### src/rtl/store_buffer_pkg.sv
// Shared types for the posted-store buffer: entry layout, port-grant encoding
// and the occupancy-counter width helper.
package store_buffer_pkg;

  localparam int unsigned ADDR_W = 6;
  localparam int unsigned DATA_W = 64;

  typedef struct packed {
    logic [ADDR_W-1:0] addr;
    logic [DATA_W-1:0] data;
  } sb_entry_t;

  typedef enum logic [1:0] {
    GNT_NONE,
    GNT_LOAD,
    GNT_DRAIN
  } sb_grant_e;

  function automatic int unsigned cnt_w(input int unsigned depth);
    return $clog2(depth) + 1;
  endfunction

endpackage

### src/rtl/store_buffer_match.sv
// Youngest-match search over the pending store entries, walking from head
// (oldest) towards tail so that the last hit seen is the youngest.
module store_buffer_match
  import store_buffer_pkg::*;
#(
  parameter int unsigned DEPTH = 4
) (
  input  sb_entry_t                  entries_i [DEPTH],
  input  logic [$clog2(DEPTH)-1:0]   head_i,
  input  logic [$clog2(DEPTH):0]     count_i,
  input  logic [ADDR_W-1:0]          ld_addr_i,
  output logic                       hit_o,
  output logic [$clog2(DEPTH)-1:0]   hit_idx_o
);

  localparam int unsigned PTR_W = $clog2(DEPTH);
  localparam int unsigned CNT_W = cnt_w(DEPTH);

  logic [PTR_W-1:0] slot;
  logic             unused_data;

  always_comb begin
    hit_o       = 1'b0;
    hit_idx_o   = '0;
    slot        = '0;
    unused_data = 1'b0;
    for (int unsigned k = 0; k < DEPTH; k++) begin
      unused_data = unused_data ^ (^entries_i[k].data);
      slot = PTR_W'(head_i + k);
      if (CNT_W'(k) < count_i && entries_i[slot].addr == ld_addr_i) begin
        hit_o     = 1'b1;
        hit_idx_o = slot;
      end
    end
  end

endmodule

### src/rtl/store_buffer.sv
// Posted-store FIFO in front of data_memory with load/drain port arbitration.
// STORE_BUFFER_FWD_EN: forward youngest pending store to loads; otherwise stall on match.
module store_buffer #(
  parameter int unsigned DEPTH  = 4,
  parameter int unsigned ADDR_W = store_buffer_pkg::ADDR_W,
  parameter int unsigned DATA_W = store_buffer_pkg::DATA_W
) (
  input  logic                    clk,
  input  logic                    reset,
  input  logic                    st_valid,
  input  logic [ADDR_W-1:0]       st_addr,
  input  logic [DATA_W-1:0]       st_data,
  output logic                    st_ready,
  input  logic                    ld_valid,
  input  logic [ADDR_W-1:0]       ld_addr,
  output logic [DATA_W-1:0]       ld_data,
  output logic                    ld_stall,
  input  logic                    fence,
  output logic                    fence_busy,
  output logic [$clog2(DEPTH):0]  count,
  output logic [ADDR_W-1:0]       mem_address,
  output logic [DATA_W-1:0]       mem_write_data,
  output logic                    mem_read,
  output logic                    mem_write,
  input  logic [DATA_W-1:0]       mem_read_data
);

  import store_buffer_pkg::*;

  localparam int unsigned       PTR_W    = $clog2(DEPTH);
  localparam int unsigned       CNT_W    = cnt_w(DEPTH);
  localparam logic [CNT_W-1:0]  FULL_CNT = CNT_W'(DEPTH);

  sb_entry_t        entries_q [DEPTH];
  logic [PTR_W-1:0] head_q, head_d, tail_q, tail_d;
  logic [CNT_W-1:0] count_q, count_d;

  sb_grant_e        grant;
  logic             full, enq, deq, hit, load_blocked;
  logic [PTR_W-1:0] hit_idx;

  store_buffer_match #(
    .DEPTH(DEPTH)
  ) u_match (
    .entries_i (entries_q),
    .head_i    (head_q),
    .count_i   (count_q),
    .ld_addr_i (ld_addr),
    .hit_o     (hit),
    .hit_idx_o (hit_idx)
  );

`ifdef STORE_BUFFER_FWD_EN
  assign load_blocked = 1'b0;
`else
  logic unused_hit_idx;
  assign load_blocked   = hit;
  assign unused_hit_idx = ^hit_idx;
`endif

  assign full       = (count_q == FULL_CNT);
  assign st_ready   = !reset && !full;
  assign enq        = st_valid && st_ready;
  assign deq        = (grant == GNT_DRAIN);
  assign fence_busy = !reset && fence && (count_q != '0);
  assign count      = reset ? '0 : count_q;

  // A full buffer or a blocked load both hand the port to the drain, so stores
  // keep retiring even under a continuous load stream.
  always_comb begin
    grant    = GNT_NONE;
    ld_stall = 1'b0;
    if (!reset) begin
      if (ld_valid && (full || load_blocked)) begin
        grant    = GNT_DRAIN;
        ld_stall = 1'b1;
      end else if (ld_valid) begin
        grant = GNT_LOAD;
      end else if (count_q != '0) begin
        grant = GNT_DRAIN;
      end
    end
  end

  always_comb begin
    mem_read       = 1'b0;
    mem_write      = 1'b0;
    mem_address    = '0;
    mem_write_data = '0;
    ld_data        = '0;
    case (grant)
      GNT_LOAD: begin
        mem_read    = 1'b1;
        mem_address = ld_addr;
`ifdef STORE_BUFFER_FWD_EN
        ld_data     = hit ? entries_q[hit_idx].data : mem_read_data;
`else
        ld_data     = mem_read_data;
`endif
      end
      GNT_DRAIN: begin
        mem_write      = 1'b1;
        mem_address    = entries_q[head_q].addr;
        mem_write_data = entries_q[head_q].data;
      end
      default: ;
    endcase
  end

  always_comb begin
    head_d  = deq ? head_q + 1'b1 : head_q;
    tail_d  = enq ? tail_q + 1'b1 : tail_q;
    count_d = count_q;
    case ({enq, deq})
      2'b10:   count_d = count_q + 1'b1;
      2'b01:   count_d = count_q - 1'b1;
      default: count_d = count_q;
    endcase
  end

  always_ff @(posedge clk) begin
    if (reset) begin
      head_q  <= '0;
      tail_q  <= '0;
      count_q <= '0;
    end else begin
      head_q  <= head_d;
      tail_q  <= tail_d;
      count_q <= count_d;
    end
  end

  always_ff @(posedge clk) begin
    if (enq) begin
      entries_q[tail_q] <= sb_entry_t'{addr: st_addr, data: st_data};
    end
  end

endmodule
### config.mk
export PLATFORM = sky130hd
export DESIGN_NAME = store_buffer
export DESIGN_NICKNAME = d
export VERILOG_FILES = /design/src/rtl/store_buffer_pkg.sv /design/src/rtl/store_buffer_match.sv /design/src/rtl/store_buffer.sv
export SDC_FILE = /design/constraint.sdc
export NUM_CORES = 1
export LEC_CHECK = 0
export CAP_MARGIN = 15
export CORE_ASPECT_RATIO = 1.4
export CORE_MARGIN = 5
export CORE_UTILIZATION = 54
export DETAILED_ROUTE_END_ITERATION = 10
export PLACE_DENSITY = 0.86
export SETUP_SLACK_MARGIN = 0.4
export SYNTH_ARGS = -nofsm -noshare
export SYNTH_HDL_FRONTEND = slang
export SYNTH_SLANG_ARGS = --single-unit
### constraint.sdc
create_clock -name clk -period 8.4 [get_ports clk]
set_input_delay 1.26 -clock clk [delete_from_list [all_inputs] [get_ports clk]]
set_output_delay 1.26 -clock clk [all_outputs]
set_load 0.1 [all_outputs]
==> impl_metrics.csv, run 1 <==
group,metric,value,unit
outcome,run_status,"completed",
synthesis,synth_xor_area_frac,0.02293,
setup_path,worstPathRequired,7140,ps
setup_path,crit_fanout,71,
synthesis,synthArstFlopShare,0,
clocking,cts_max_level,1,
synthesis,yosysSeqAreaShare,0.6993,
floorplanning,fp.dieH,188.0,microns
sta,report.final.hold_viol_count,0,
synthesis,synth_area,0.01222,sq mm
synthesis,synth-simple-area-share,0.08669,
final_layout,final_util,0.7183,
final_layout,layout.cells.most_common_list,"clkdlybuf4s50_1, edfxtp_1, and2_1, mux4_2, clkbuf_16",
routing,drc,0,
routing,vias,7091,
synthesis,synth_top_cell_by_area,"edfxtp_1",
synthesis,synth_cells,675,
sta,slew_headroom,0.2683,
final_layout,area_growth,31.89,%
synthesis,synth-main-ff-cell,"edfxtp_1",
sta,skew,20.00,ps
sta,maxSlewViolCount,0,
power_and_ir_drop,powerDensity,207.6,mW/mm^2
clocking,cts_buffer_depth,3,
synthesis,synth_top_family_by_area,"multiplexers",
placed_design,place_congestion,0.9144,
clocking,cts_setup_buffers,0,
clocking,post_cts.resized_instances,0,
sta,setup_viol,0,
floorplanning,die-width,137.2,microns
synthesis,syn_nets,831,
clocking,clk_root_buffer_cell,"clkbuf_16",
floorplanning,rows,65,
synthesis,yosysWarnings,0,
global_route,antenna_found_initial,9,
final_layout,drive_gt1_frac,0.1294,
synthesis,synth_cell_types,41,
clocking,cts_tree,"done",
placed_design,placed_cells,1229,
synthesis,syn-mean-instance-area,18.11,sq um
synthesis,ys_seq_elements,287,
routing,drt_iter0_drc,415,
sta,rsz0062_at_grt,"no",
setup_path,endpoint_kind,"output port",
clocking,clk_pin_slew_worst_paths,60,ps
placed_design,port_buffers,286,
clocking,clock-sinks,287,
clocking,cts_buffers,25,
synthesis,yosys.area_share.adder,0.01126,
global_route,grt_usage,0.2266,
sta,setup_tns,0,ps
global_route,grt_pass1_vias,7396,
routing,first_pass_iters,4,
floorplanning,start_util,0.5446,
min_path,hold_path_class,"reg -> reg",
final_layout,instances_no_fill,1276,
global_route,grt_overflow,0,
setup_path,critPathArrivalTime,5710,ps
routing,routed_wl,29550,microns
sta,post-route-min-period,6975,ps
power_and_ir_drop,p_leak,5.193,nW
sta,tightest_slew,1098,ps
flow_run,drv_cap,0,
routing,viasPerCell,5.557,
synthesis,synth-edff-count,280,
routing,wire_per_inst,23.16,microns
global_route,grt_pass1_wl,43680,microns
setup_path,crit_type,"in -> out",
routing,ant_nets,0,
power_and_ir_drop,ir_worst_vdd,0.0001911,V
synthesis,synthMuxAreaShare,0.1496,
synthesis,synthTopCellsByArea,"edfxtp_1, mux4_2, and2_1",
sta,timing.final.crit_share,0.8303,
final_layout,nNetsFinal,1111,
final_layout,layout_commonest_cell,"clkdlybuf4s50_1",
placed_design,dp_hpwl,20240,microns
floorplanning,core,0.02245,sq mm
floorplanning,io_pins,287,
synthesis,synth-compound-area-share,0.01300,
clocking,clock_latency,520,ps
synthesis,synth_largest_type_area_fraction,0.6878,
clocking,cts_hold_buf,0,
global_route,grt_max_degree,72,
setup_path,cp-start-kind,"input port",
sta,max_freq,0.1434,GHz
floorplanning,dieArea,0.02579,sq mm
worst paths after layout:
| path | slack (ps) | depth (start not counted) | end | startpoint |
|---|---|---|---|---|
| setup reg to reg | 3730 | 12 | count_q[2]$_SDFFE_PP0P_ | head_q[1]$_SDFFE_PP0P_ |
| setup / recovery | 1430 | 11 | mem_address[0] | ld_addr[2] |
| hold reg to reg | 580 | 2 | tail_q[1]$_SDFFE_PP0P_ | tail_q[1]$_SDFFE_PP0P_ |
| hold / removal | 580 | 2 | tail_q[1]$_SDFFE_PP0P_ | tail_q[1]$_SDFFE_PP0P_ |
synthesized netlist by cell type, types with 4 or more instances:
| library cell | instances |
|---|---|
| a21oi_1 | 4 |
| a22oi_1 | 4 |
| and2_1 | 129 |
| and3_1 | 4 |
| buf_1 | 7 |
| buf_2 | 9 |
| clkbuf_1 | 24 |
| dfxtp_1 | 7 |
| edfxtp_1 | 280 |
| ha_1 | 11 |
| inv_1 | 8 |
| mux2i_1 | 23 |
| mux4_2 | 70 |
| nand2_1 | 7 |
| nor2_1 | 18 |
| nor3_1 | 5 |
| o21ai_0 | 4 |
| xnor2_1 | 19 |
| xor2_1 | 13 |
state kept, by name, indices dropped and copies added, names as in the netlist:
| register | flops |
|---|---|
| entries_q | 280 |
| count_q | 3 |
| head_q | 2 |
| tail_q | 2 |
final cells by class:
| cell class | count | area [sq um] |
|---|---|---|
| Clock inverter | 13 | 81.33 |
| Tap cell | 301 | 376.6 |
| Sequential cell | 287 | 8556 |
| Multi-Input combinational cell | 338 | 3491 |
| Timing Repair Buffer | 295 | 2930 |
| Clock buffer | 33 | 655.6 |
| Inverter | 8 | 30.03 |
| Antenna cell | 1 | 2.502 |
| Fill cell | 1427 | 6324 |
where the power goes:
group / internal [mW] / switching, mW
registers: 1.62 / 0.0204
logic: 0.229 / 0.445
clock network: 0.555 / 0.480
cell families (layout without fill, tap and decap cells):
| family | after synthesis | after routing |
|---|---|---|
| XOR/XNOR | 32 | 32 |
| multiplexers | 95 | 95 |
| other | 0 | 1 |
| flip-flops | 287 | 287 |
| AO/OA/AOI/OAI | 22 | 22 |
| buffers and inverters | 50 | 349 |
| adder cells (fa/ha/maj) | 11 | 11 |
| AND/OR/NAND/NOR | 178 | 178 |
metal layers:
metal	up-vias	track usage	wire, microns
li1	3157	-	-
met1	3539	0.2616	10110
met2	325	0.4158	15830
met3	60	0.05099	2735
met4	10	0.06605	810
met5	-	0	66
per-stage QoR:
stage / total power [mW] / cell area, sq um / worst slack [ps] / hold slack [ps]
3_3_place_gp: 2.335 / 15380 / 1455 / 544.7
5_1_grt: 3.471 / 16120 / 849.9 / 615.2
4_1_cts: 3.377 / 16120 / 1314 / 573.7
2_1_floorplan: 2.135 / 12220 / 1676 / 505.9
6_report: 3.348 / 16120 / 1425 / 580.2
3_5_place_dp: 2.347 / 15380 / 1383 / 555.7
worst max-delay path, cell delays in order:
cell             delay, ps
clkdlybuf4s50_1        700
xnor2_1                170
nor3_1                  90
a32o_1                 250
and4_1                 150
nor4_2                 440
a311o_1                250
ha_2                   750
a22oi_1                320
nor2_1                 170
clkdlybuf4s50_1       1150
Note: power is estimated with default switching activity, not from simulation.
==> inputs of run 2 (changes only) <==
--- a/config.mk
+++ b/config.mk
@@ -8,9 +8,9 @@
 export CAP_MARGIN = 15
 export CORE_ASPECT_RATIO = 1.4
 export CORE_MARGIN = 5
-export CORE_UTILIZATION = 54
+export CORE_UTILIZATION = 45
 export DETAILED_ROUTE_END_ITERATION = 10
-export PLACE_DENSITY = 0.86
+export PLACE_DENSITY = 0.76
 export SETUP_SLACK_MARGIN = 0.4
 export SYNTH_ARGS = -nofsm -noshare
 export SYNTH_HDL_FRONTEND = slang
==> constraint.sdc (replaced) <==
create_clock -name clk -period 5.59 [get_ports clk]
set_input_delay 0.8385 -clock clk [delete_from_list [all_inputs] [get_ports clk]]
set_output_delay 0.8385 -clock clk [all_outputs]
set_load 0.1 [all_outputs]
==> impl_metrics.csv, run 2 (synthesis gave the netlist of run 1 again) <==
group,metric,value,unit
routing,wl_met1,9905,microns
routing,routed_wl,28060,microns
routing,highest_layer,"met5",
setup_path,cp-start-kind,"register",
routing,wire_per_inst,20.83,microns
final_layout,drive_gt1_frac,0.2847,
sta,setup_viol,0,
final_layout,nNetsFinal,1118,
flow_run,drv_cap,0,
placed_design,place_congestion,0.7928,
floorplanning,fp.dieH,205.0,microns
clocking,cts_buffer_depth,3,
power_and_ir_drop,powerDensity,300.3,mW/mm^2
clocking,clk_root_buffer_cell,"clkbuf_16",
setup_path,critPathArrivalTime,3990,ps
final_layout,top_regs,"entries_q: 280 flops, count_q: 3 flops",
placed_design,dp_hpwl,18980,microns
routing,vias,6926,
sta,tightest_slew,1053,ps
clocking,cts_buffers,25,
clocking,clock-sinks,287,
floorplanning,dieArea,0.03061,sq mm
floorplanning,start_util,0.4556,
final_layout,fillCellCount,1805,
outcome,run_status,"completed",
clocking,cts_hold_buf,0,
setup_path,ff2ff_setup_slack,1750,ps
min_path,hold-path-endpoint,"tail_q[1]$_SDFFE_PP0P_",
clocking,clock_latency,510,ps
sta,rsz0062_at_grt,"no",
floorplanning,rows,71,
sta,skew,7.246,ps
final_layout,top_register,"entries_q",
global_route,grt_max_degree,75,
routing,ant_nets,0,
setup_path,ff2ff_path_depth,13,
global_route,antenna_found_initial,4,
clocking,cts_max_level,1,
sta,timing.final.crit_share,0.8646,
final_layout,area_growth,45.34,%
setup_path,crit_fanout,74,
final_layout,largest_register_ffs,280,
sta,slew_headroom,0.2979,
setup_path,r2r-end,"count_q[2]$_SDFFE_PP0P_",
final_layout,layout_commonest_cell,"edfxtp_1",
global_route,grt_pass1_wl,42330,microns
final_layout,final_util,0.6623,
setup_path,regToRegStartpoint,"head_q[1]$_SDFFE_PP0P_",
sta,report.final.hold_viol_count,0,
power_and_ir_drop,p_leak,5.944,nW
setup_path,worstPathRequired,4750,ps
setup_path,endpoint_kind,"output port",
sta,maxSlewViolCount,0,
sta,post-route-min-period,4833,ps
routing,viasPerCell,5.142,
routing,wl_met2,15870,microns
routing,drc,0,
sta,max_freq,0.2069,GHz
min_path,hold_path_depth,2,
power_and_ir_drop,ir_worst_vdd,0.0002746,V
routing,met3_length,1818,microns
clocking,cts_tree,"done",
clocking,clk_pin_slew_worst_paths,70,ps
final_layout,fin_area,0.01777,sq mm
routing,drt_iter0_drc,338,
placed_design,port_buffers,286,
global_route,grt_usage,0.1794,
global_route,grt_pass1_vias,7368,
routing,first_pass_iters,4,
final_layout,layout.cells.most_common_list,"edfxtp_1, clkdlybuf4s50_1, buf_12, and2_1, mux4_2",
placed_design,placed_cell_area,0.01686,sq mm
global_route,grt_overflow,0,
power_and_ir_drop,power,5.336,mW
min_path,hp-start,"tail_q[1]$_SDFFE_PP0P_",
floorplanning,io_pins,287,
min_path,hold_path_class,"reg -> reg",
sta,setup_tns,0,ps
setup_path,crit_type,"reg -> out",
floorplanning,core,0.02683,sq mm
floorplanning,die-width,149.3,microns
==> run 2: cell count changes in the layout (fill, tap and decap cells not counted), sizes merged <==
cell	delta
buf	+144
clkdlybuf4s50	-137
bufinv	+4
clkbuf	-4
inv	-2
clkinv	+1
diode	+1
==> run 2: power breakdown <==
| part | leakage [nW] | total (mW) | internal, mW | switching (mW) |
|---|---|---|---|---|
| Clock | 0.398 | 1.72 | 1.01 | 0.715 |
| Sequential | 2.60 | 2.46 | 2.43 | 0.0249 |
| Combinational | 2.94 | 1.16 | 0.467 | 0.690 |
==> run 2: how the worst max path moves through the flow <==
stage | from | endpoint | slack (ps)
3_5_place_dp | ld_addr[4] | ld_data[31] | 740
4_1_cts | head_q[0]$_SDFFE_PP0P_ | ld_data[31] | 520
2_1_floorplan | ld_addr[1] | mem_address[0] | 480
3_3_place_gp | ld_addr[4] | ld_data[29] | 810
5_1_grt | head_q[1]$_SDFFE_PP0P_ | mem_address[2] | 410
6_report | head_q[1]$_SDFFE_PP0P_ | mem_address[2] | 760
==> run 2: cell type report <==
cell class / count / area [sq um] / area share
Sequential cell: 287 / 8556 / 0.4816
Timing Repair Buffer: 302 / 4378 / 0.2464
Multi-Input combinational cell: 338 / 3511 / 0.1976
Clock buffer: 29 / 640.6 / 0.03606
Tap cell: 365 / 456.7 / 0.02570
Clock inverter: 16 / 186.4 / 0.01049
Inverter: 8 / 33.78 / 0.001901
Antenna cell: 2 / 5.005 / 0.0002817
==> run 2: critical path: stages, from the launching register on <==
cell and delay (ps):
dfxtp_4 580, clkinvlp_4 150, buf_4 200, mux2i_1 270, xnor2_1 160, nand3_1 100
a2111oi_2 400, nor4_2 140, a311oi_1 320, ha_2 270, buf_12 300, inv_1 60
o21ai_0 140, nor2b_2 200, buf_12 190
==> run 2: layer usage <==
| metal | track usage | vias up |
|---|---|---|
| li1 | - | 3175 |
| met5 | 0 | - |
| met3 | 0.03364 | 32 |
| met2 | 0.3492 | 246 |
| met4 | 0.04089 | 4 |
| met1 | 0.2006 | 3469 |
==> run 2: what timing repair did <==
| item | 4_1_cts | 5_1_grt |
|---|---|---|
| endpoints found under the setup margin | 65 | 65 |
| gates resized for setup | 0 | 3 |
| buffers inserted | 1 | 5 |
| gates cloned | 0 | 0 |
==> run 2: through the flow <==
stage / setup slack (ps) / cells / hold slack (ps)
after global routing: 412.0 / 1347 / 590.7
after floorplan: 477.5 / 675 / 505.9
after CTS: 524.2 / 1340 / 568.1
after detailed placement: 740.4 / 1294 / 558.4
after global placement: 814.9 / 1294 / 535.1
final: 756.9 / 1347 / 571.2
==> inputs of run 3 (changes only) <==
--- a/config.mk
+++ b/config.mk
@@ -8,9 +8,10 @@
 export CAP_MARGIN = 15
 export CORE_ASPECT_RATIO = 1.4
 export CORE_MARGIN = 5
-export CORE_UTILIZATION = 45
+export CORE_UTILIZATION = 57
 export DETAILED_ROUTE_END_ITERATION = 10
-export PLACE_DENSITY = 0.76
+export DONT_BUFFER_PORTS = 1
+export PLACE_DENSITY = 0.75
 export SETUP_SLACK_MARGIN = 0.4
 export SYNTH_ARGS = -nofsm -noshare
 export SYNTH_HDL_FRONTEND = slang
==> impl_metrics.csv, run 3 (synthesis gave the netlist of run 1 again) <==
group,metric,value,unit
power_and_ir_drop,clock_power_share,0.351,
clocking,clk_root_buffer_cell,"clkbuf_16",
setup_path,crit_fanout,24,
final_layout,nNetsFinal,966,
routing,drc,0,
sta,rsz0062_at_grt,"no",
sta,tightest_slew,1102,ps
floorplanning,rows,63,
final_layout,top_register,"entries_q",
placed_design,port_buffers,0,
global_route,grt_max_degree,72,
min_path,hold_path_class,"in -> reg",
sta,post-route-min-period,4938,ps
routing,vias,6485,
clocking,cts_buffers,26,
final_layout,layout_commonest_cell,"edfxtp_1",
sta,setup_tns,0,ps
outcome,run_status,"completed",
power_and_ir_drop,powerDensity,352.7,mW/mm^2
clocking,clock-sinks,287,
floorplanning,dieArea,0.02452,sq mm
sta,max_freq,0.2025,GHz
clocking,clock_latency,520,ps
final_layout,largest_register_ffs,280,
setup_path,endpoint_kind,"output port",
power_and_ir_drop,p_sw_frac,0.2715,
global_route,grt_usage,0.2223,
final_layout,instances_no_fill,1096,
placed_design,placed_cells,1037,
clocking,cts_buffer_depth,3,
final_layout,drive_gt1_frac,0.3446,
sta,maxSlewViolCount,0,
routing,ant_nets,0,
floorplanning,start_util,0.5787,
sta,slew_headroom,0.2653,
setup_path,cp-start-kind,"register",
routing,wire_per_inst,25.37,microns
final_layout,layout.cells.most_common_list,"edfxtp_1, buf_4, and2_1, mux4_2, clkbuf_16",
final_layout,final_util,0.6922,
sta,setup_viol,0,
clocking,cts_hold_buf,0,
placed_design,dp_hpwl,18350,microns
routing,first_pass_iters,7,
power_and_ir_drop,p_leak,4.996,nW
power_and_ir_drop,pwr-share-comb,0.172,
final_layout,area_growth,19.62,%
floorplanning,io_pins,287,
setup_path,worstPathRequired,4750,ps
global_route,grt_pass1_wl,41430,microns
power_and_ir_drop,power_frac_seq,0.477,
setup_path,critPathArrivalTime,4100,ps
final_layout,top_regs,"entries_q: 280 flops, count_q: 3 flops",
power_and_ir_drop,netSwitchingPower,1.400,mW
floorplanning,die-width,133.8,microns
clocking,cts_tree,"done",
routing,drt_iter0_drc,517,
flow_run,drv_cap,0,
final_layout,fillCellCount,1358,
floorplanning,fp.dieH,183.3,microns
global_route,antenna_found_initial,4,
global_route,grt_pass1_vias,6990,
sta,timing.final.crit_share,0.8833,
routing,viasPerCell,5.917,
routing,routed_wl,27810,microns
global_route,grt_overflow,0,
sta,skew,11.31,ps
clocking,cts_max_level,1,
setup_path,crit_type,"reg -> out",
power_and_ir_drop,ir_worst_vdd,0.0003262,V
clocking,clk_pin_slew_worst_paths,60,ps
placed_design,place_congestion,0.7608,
power_and_ir_drop,p_int,3.757,mW
floorplanning,core,0.02113,sq mm
sta,report.final.hold_viol_count,0,
==> run 3: per-layer routing <==
layer / share of wire / global-route usage / up-vias
met3: 0.082 / 0.05900 / 45
met1: 0.32 / 0.2398 / 3272
met5: 0 / 0 / -
met4: 0.025 / 0.07163 / 0
li1: - / - / 2874
met2: 0.57 / 0.4214 / 294
==> run 3: critical path, stage by stage (launching register included) <==
cell and delay (ps):
dfxtp_4 490, mux2i_1 380, mux2i_1 140, xor2_1 170, or4_1 540, nor3_2 150, nor4_2 90, a311oi_1 420
ha_4 370, buf_6 270, and2_1 210, buf_4 310
==> run 3: cell type report <==
class / count / area [sq um] / area share
inverter: 8 / 33.78 / 0.002310
clock buffer: 30 / 686.9 / 0.04698
sequential: 287 / 8556 / 0.5851
antenna: 6 / 15.01 / 0.001027
multi-input combinational: 338 / 3555 / 0.2431
timing repair buffer: 149 / 1251 / 0.08557
tap: 260 / 325.3 / 0.02225
clock inverter: 18 / 200.2 / 0.01369
==> run 3: path summary, 6_finish.rpt <==
path / from / end / slack [ps] / cells past startpoint
max: head_q[0]$_SDFFE_PP0P_ / mem_write_data[1] / 650 / 11
min: reset / head_q[1]$_SDFFE_PP0P_ / 380 / 1
max reg2reg: head_q[0]$_SDFFE_PP0P_ / count_q[2]$_SDFFE_PP0P_ / 1620 / 12
min reg2reg: tail_q[1]$_SDFFE_PP0P_ / tail_q[1]$_SDFFE_PP0P_ / 570 / 2
==> run 3: power by group through the flow <==
stage | Combinational [mW] | Sequential (mW) | Clock (mW)
CTS | 0.888 | 2.46 | 1.84
global placement | 0.865 | 2.50 | 0
detailed placement | 0.873 | 2.51 | 0
finish | 0.889 | 2.46 | 1.81
global route | 0.930 | 2.46 | 1.94
floorplan | 0.718 | 2.49 | 0
==> run 3: repair_timing <==
action | in CTS | in global routing
cloned | 0 | 0
resized for setup | 2 | 4
setup endpoints to repair | 92 | 129
pin swaps | 1 | 2
setup buffers | 3 | 2
hold endpoints to repair | 0 | 0
==> run 3: through the flow <==
stage | instance area [sq um] | setup WS, ps | power (mW) | hold WS, ps
after floorplan | 12250 | 477.5 | 3.212 | 505.9
after global placement | 13600 | 712.0 | 3.368 | 518.1
after detailed placement | 13600 | 612.4 | 3.383 | 556.8
after CTS | 14550 | 406.8 | 5.188 | 365.1
after global routing | 14620 | 421.7 | 5.332 | 355.3
final | 14620 | 652.3 | 5.158 | 377.9
